**config.mk**
```make
export PLATFORM = sky130hd
export DESIGN_NAME = mc_ctrl
export DESIGN_NICKNAME = d
export VERILOG_FILES = /design/src/rtl/mc_ctrl.sv
export SDC_FILE = /design/constraint.sdc
export NUM_CORES = 1
export LEC_CHECK = 0
export BUFFER_PORTS_ARGS = -buffer_cell sky130_fd_sc_hd__buf_4
export CELL_PAD_IN_SITES_DETAIL_PLACEMENT = 1
export CELL_PAD_IN_SITES_GLOBAL_PLACEMENT = 1
export CORE_MARGIN = 4
export CORE_UTILIZATION = 22
export CTS_CLUSTER_SIZE = 8
export DETAILED_ROUTE_END_ITERATION = 16
export GPL_ROUTABILITY_DRIVEN = 1
export HOLD_SLACK_MARGIN = 0.06
export PLACE_DENSITY_LB_ADDON = 0.05
export REMOVE_ABC_BUFFERS = 1
export SLEW_MARGIN = 15
export SYNTH_ARGS = -nofsm -noshare
export SYNTH_HDL_FRONTEND = slang
export SYNTH_SLANG_ARGS = --single-unit
```
**constraint.sdc**
```tcl
create_clock -name clk -period 1.76 [get_ports clk]
set_clock_uncertainty 0.1 [all_clocks]
set_input_delay 0.176 -clock clk [delete_from_list [all_inputs] [get_ports clk]]
set_output_delay 0.176 -clock clk [all_outputs]
set_load 0.01 [all_outputs]
```
**src/rtl/mc_ctrl.sv**
```systemverilog
// mc_ctrl: multi-cycle MIPS control unit.
// Sequences FETCH/DECODE/EXEC/MEM/WB and decodes the instruction register into
// datapath mux selects, ALU op and write enables.
// Optional feature macro: MC_CTRL_INSTR_CNT_EN (retired-instruction counter).
module mc_ctrl #(
  parameter int unsigned ST_W = 4
) (
  input  logic            clk,
  input  logic            rst_n,
  input  logic [31:0]     instr,
  input  logic            zero,
  input  logic            mem_ready,
  output logic            pc_write,
  output logic            ir_write,
  output logic            mem_read,
  output logic            mem_write,
  output logic            reg_write,
  output logic [1:0]      alu_src_b,
  output logic [1:0]      alu_op,
  output logic [1:0]      ext_op,
  output logic [1:0]      reg_dst,
  output logic [1:0]      mem_to_reg,
  output logic [1:0]      pc_src,
  output logic [ST_W-1:0] state,
  output logic [31:0]     instr_cnt
);

  typedef enum logic [ST_W-1:0] {
    StFetch   = ST_W'(0),
    StDecode  = ST_W'(1),
    StExecR   = ST_W'(2),
    StExecI   = ST_W'(3),
    StAluWb   = ST_W'(4),
    StMemAddr = ST_W'(5),
    StMemRd   = ST_W'(6),
    StMemWb   = ST_W'(7),
    StMemWr   = ST_W'(8),
    StBranch  = ST_W'(9),
    StJump    = ST_W'(10)
  } state_e;

  localparam logic [5:0] OpRtype = 6'h00;
  localparam logic [5:0] OpJ     = 6'h02;
  localparam logic [5:0] OpJal   = 6'h03;
  localparam logic [5:0] OpBeq   = 6'h04;
  localparam logic [5:0] OpOri   = 6'h0d;
  localparam logic [5:0] OpLui   = 6'h0f;
  localparam logic [5:0] OpLw    = 6'h23;
  localparam logic [5:0] OpSw    = 6'h2b;
  localparam logic [5:0] FnJr    = 6'h08;
  localparam logic [5:0] FnAddu  = 6'h21;
  localparam logic [5:0] FnSubu  = 6'h23;

  state_e     state_q, state_d;
  logic       retire;
  logic [5:0] opcode, funct;
  logic       is_addu, is_subu, is_jr, is_ori, is_lui, is_lw, is_sw, is_beq, is_j, is_jal;

  assign opcode  = instr[31:26];
  assign funct   = instr[5:0];
  assign is_addu = (opcode == OpRtype) && (funct == FnAddu);
  assign is_subu = (opcode == OpRtype) && (funct == FnSubu);
  assign is_jr   = (opcode == OpRtype) && (funct == FnJr);
  assign is_ori  = (opcode == OpOri);
  assign is_lui  = (opcode == OpLui);
  assign is_lw   = (opcode == OpLw);
  assign is_sw   = (opcode == OpSw);
  assign is_beq  = (opcode == OpBeq);
  assign is_j    = (opcode == OpJ);
  assign is_jal  = (opcode == OpJal);

  // State register; reset returns to FETCH immediately.
  always_ff @(posedge clk or negedge rst_n) begin
    if (!rst_n) begin
      state_q <= StFetch;
    end else begin
      state_q <= state_d;
    end
  end

  // Next-state and output decode of (state, opcode, funct).
  always_comb begin
    state_d    = state_q;
    retire     = 1'b0;
    pc_write   = 1'b0;
    ir_write   = 1'b0;
    mem_read   = 1'b0;
    mem_write  = 1'b0;
    reg_write  = 1'b0;
    alu_src_b  = 2'b00;
    alu_op     = 2'b00;
    ext_op     = 2'b00;
    reg_dst    = 2'b00;
    mem_to_reg = 2'b00;
    pc_src     = 2'b00;
    case (state_q)
      StFetch: begin
        mem_read  = 1'b1;
        alu_src_b = 2'b10;
        if (mem_ready) begin
          ir_write = 1'b1;
          pc_write = 1'b1;
          state_d  = StDecode;
        end
      end
      StDecode: begin
        if (is_addu || is_subu) begin
          state_d = StExecR;
        end else if (is_ori || is_lui) begin
          state_d = StExecI;
        end else if (is_lw || is_sw) begin
          state_d = StMemAddr;
        end else if (is_beq) begin
          state_d = StBranch;
        end else if (is_j || is_jal || is_jr) begin
          state_d = StJump;
        end else begin
          // Illegal: drop it without any write strobe or retire count.
          state_d = StFetch;
        end
      end
      StExecR: begin
        alu_op  = is_subu ? 2'b01 : 2'b00;
        state_d = StAluWb;
      end
      StExecI: begin
        alu_src_b = 2'b01;
        if (is_ori) begin
          alu_op = 2'b10;
          ext_op = 2'b00;
        end else begin
          // lui: rs is $0, so add of imm<<16 yields the upper immediate.
          alu_op = 2'b00;
          ext_op = 2'b10;
        end
        state_d = StAluWb;
      end
      StAluWb: begin
        reg_write = 1'b1;
        reg_dst   = (opcode == OpRtype) ? 2'b01 : 2'b00;
        state_d   = StFetch;
        retire    = 1'b1;
      end
      StMemAddr: begin
        alu_src_b = 2'b01;
        ext_op    = 2'b01;
        state_d   = is_lw ? StMemRd : StMemWr;
      end
      StMemRd: begin
        mem_read = 1'b1;
        if (mem_ready) begin
          state_d = StMemWb;
        end
      end
      StMemWb: begin
        reg_write  = 1'b1;
        mem_to_reg = 2'b01;
        state_d    = StFetch;
        retire     = 1'b1;
      end
      StMemWr: begin
        mem_write = 1'b1;
        if (mem_ready) begin
          state_d = StFetch;
          retire  = 1'b1;
        end
      end
      StBranch: begin
        alu_op   = 2'b01;
        pc_src   = 2'b01;
        pc_write = zero;
        state_d  = StFetch;
        retire   = 1'b1;
      end
      StJump: begin
        pc_write = 1'b1;
        pc_src   = is_jr ? 2'b11 : 2'b10;
        if (is_jal) begin
          reg_write  = 1'b1;
          reg_dst    = 2'b10;
          mem_to_reg = 2'b10;
        end
        state_d = StFetch;
        retire  = 1'b1;
      end
      default: begin
        state_d = StFetch;
      end
    endcase
    // No strobe may fire while reset is held.
    if (!rst_n) begin
      pc_write  = 1'b0;
      ir_write  = 1'b0;
      mem_read  = 1'b0;
      mem_write = 1'b0;
      reg_write = 1'b0;
    end
  end

  assign state = state_q;

`ifdef MC_CTRL_INSTR_CNT_EN
  logic [31:0] cnt_q, cnt_d;

  // Retired-instruction count; wraps naturally at 32 bits.
  always_comb begin
    cnt_d = retire ? (cnt_q + 32'd1) : cnt_q;
  end

  // Counter register, cleared by reset.
  always_ff @(posedge clk or negedge rst_n) begin
    if (!rst_n) begin
      cnt_q <= '0;
    end else begin
      cnt_q <= cnt_d;
    end
  end

  assign instr_cnt = cnt_q;
`else
  assign instr_cnt = '0;
`endif

  // Register fields and retire are not needed in every build.
  logic unused_bits;
  assign unused_bits = ^{instr[25:6], retire};

endmodule

```
==> results.toml <==
[grt]
grt_pass1_vias = 949
busiest_layer = "met2"
grtUsageMet1 = 0.132
overflow = 0
grt_max_degree = 12
antenna_found_initial = 0
use_met3 = 0.0241
gr-usage-met2 = 0.205
grt_usage = 0.113
grt_pass1_wl_um = 4580

[sta]
min_period_over_period = 1.01
fin_ws_ns = -0.0207
slew_viol_final = 0
period_minus_slack_ns = 1.78
setup_viol_count_final = 3
worst_hold_slack_ns = 0.222
clock.fmax_mhz = 562
hold_violations = 0
rsz0062_at_grt = "true"

[synthesis]
yosysWarnings = 0
yosysSeqAreaShare = 0.116
synth_seq_cells = 4
yosysTopAreaCellShare = 0.287
yosys_most_used_dff = "dfrtp_1"
yosys-top-cells-area = "buf_4 (29%), dfrtp_1 (12%), nor4_4 (4.9%)"
synth-edff-count = 0
ys_top_cells_by_count = "buf_4 (33), nor2_1 (11), nor3_1 (7)"
yosys.cell_count.top_type = "buf_4"
yosysTopAreaCell = "buf_4"
ys_types = 37
avgSynthCellArea_um2 = 7.37
synthCells = 117
asyncSetResetFlopFracSynth = 1.00
synth_area_um2 = 862

[routing]
routed_via_density = 4.29
first_pass_iters = 3
ant_nets = 0
routed_wl_um = 3010
drt_iter0_drc = 31
vias = 979
wire_per_inst_um = 13.2
remaining_drc_errors = 0

[floorplanning]
floorplan.initialDensity = 0.232
die_width_um = 70.6
io_pins = 89
dieArea_mm2 = 0.00498
die_h_um = 70.6
num_rows = 22
core_region_area_mm2 = 0.00372

[cells_and_area]
nets = 218
largest_reg_flops = 4
drive_above_1_share = 0.489
layoutNonFillerInstCount = 228
diodes = 0
syn_to_final_growth_pct = 65.5
utilization = 0.384

[place]
place_congestion = 0.773
port_buffers = 36
dp.cells = 216
dp_hpwl_um = 2470

[clock_network]
cts_buffers = 3
cts_buffer_depth = 2
path_clk_slew_ns = 0.03
cts_num_sinks = 4
htree_levels = 1
clk_latency_ns = 0.21
cts_root_buf = "clkbuf_8"
cts_tree = "yes"

[pwr]
irDropWorstVdd_uv = 520
power_density_mw_per_mm2 = 659
p_leak_nw = 0.712
design_power_total_uw = 940

[critical_path]
arrival_ns = 1.50
timing.rr.start = "state[0]"
crit_path_end_kind = "primary output"
critPathRequiredTime_ns = 1.48
r2r_setup_slack_ns = 0.17
critical_path_class = "flip-flop to primary output"
crit_fanout = 4
timing.rr.end = "state[1]"
startpoint_type = "flip-flop"
r2r_cells = 6

[flow_run]
drv_cap = 0

[run_status]
violations = "setup timing"
outcome = "complete, but fails checks"

[min_path]
hold_path.class = "primary input to asynchronous set/reset pin"
[stage by stage]
step / instance area, um^2 / setup WS (ns) / setup TNS (ns)
floorplan: 713 / -0.546 / -1.06
global placement: 1200 / 0.0517 / 0
detailed placement: 1200 / 0.0504 / 0
CTS: 1340 / -0.0560 / -0.180
global route: 1430 / -0.0981 / -0.451
finish: 1430 / -0.0207 / -0.0261
[critical path: stages (launching register included)]
cell and delay, ns:
dfrtp_1 0.40, buf_6 0.14, nor2b_4 0.12, buf_6 0.12
a21o_1 0.15, a32oi_1 0.15, nor3b_1 0.07, buf_4 0.14
[worst max-delay path by stage]
| stage | to | slack (ns) | depth (start not counted) | startpoint |
|---|---|---|---|---|
| 2_1_floorplan | reg_write | -0.55 | 4 | state[2] |
| 4_1_cts | reg_write | -0.06 | 6 | state[2] |
| 6_report | pc_write | -0.02 | 7 | state[1] |
| 3_3_place_gp | alu_op[0] | 0.05 | 6 | instr[27] |
| 5_1_grt | pc_write | -0.1 | 6 | state[0] |
| 3_5_place_dp | reg_write | 0.05 | 6 | state[2] |
[cell usage in the layout, fill, tap and decap left out, drive strengths merged]
cell type    instances
a41o                 1
nor4                 3
and3                 1
inv                  3
nand4bb              1
a221oi               1
a21o                 1
nand2b               5
or4                  1
nor3b                2
xnor2                1
nand3                3
a21bo                1
nor2b                4
dlygate4sd3          1
nand4                4
o211ai               2
a21oi                4
nor3                 8
o21bai               1
or3                  2
clkbuf               3
and4                 2
conb                32
o21ai                1
buf                 65
nand2                6
o21a                 1
dfrtp                4
nor4b                2
nor2                11
a32oi                1
o311ai               2
[cells by family after synthesis]
| logic type | count (synthesis) | synth area share |
|---|---|---|
| buffers and inverters | 40 | 0.321 |
| xor gates and xnor gates | 1 | 0.0102 |
| and+or+nand+nor | 55 | 0.405 |
| AOI/OAI and AO/OA | 16 | 0.144 |
| other | 1 | 0.00435 |
| DFF | 4 | 0.116 |
[repair_timing]
item,in CTS,in global routing
endpoints found under the setup margin,5,9
hold endpoints to repair,4,0
gates resized for setup,15,11
setup buffers,3,5
hold buffers,1,0
pin swaps,7,4
[where the power goes]
part / internal [mW] / total [mW] / switching [mW]
Clock: 0.145 / 0.188 / 0.0425
Combinational: 0.294 / 0.609 / 0.314
Sequential: 0.112 / 0.144 / 0.0321
Total: 0.552 / 0.940 / 0.389
[metal layers]
layer  vias up  part of all wire
li1        479                 -
met1       458              0.41
met2        40              0.50
met3         2             0.086
met4         0            0.0027
met5         -                 0
[final cells by class]
class / count / area [um^2]
fillers: 475 / 2290
multi-input cells: 104 / 696
repair buffers: 66 / 517
flip-flops and latches: 4 / 101
well taps: 48 / 60.1
clock buffers: 3 / 41.3
inverters: 3 / 11.3
Note: power is estimated with default switching activity, not from simulation.
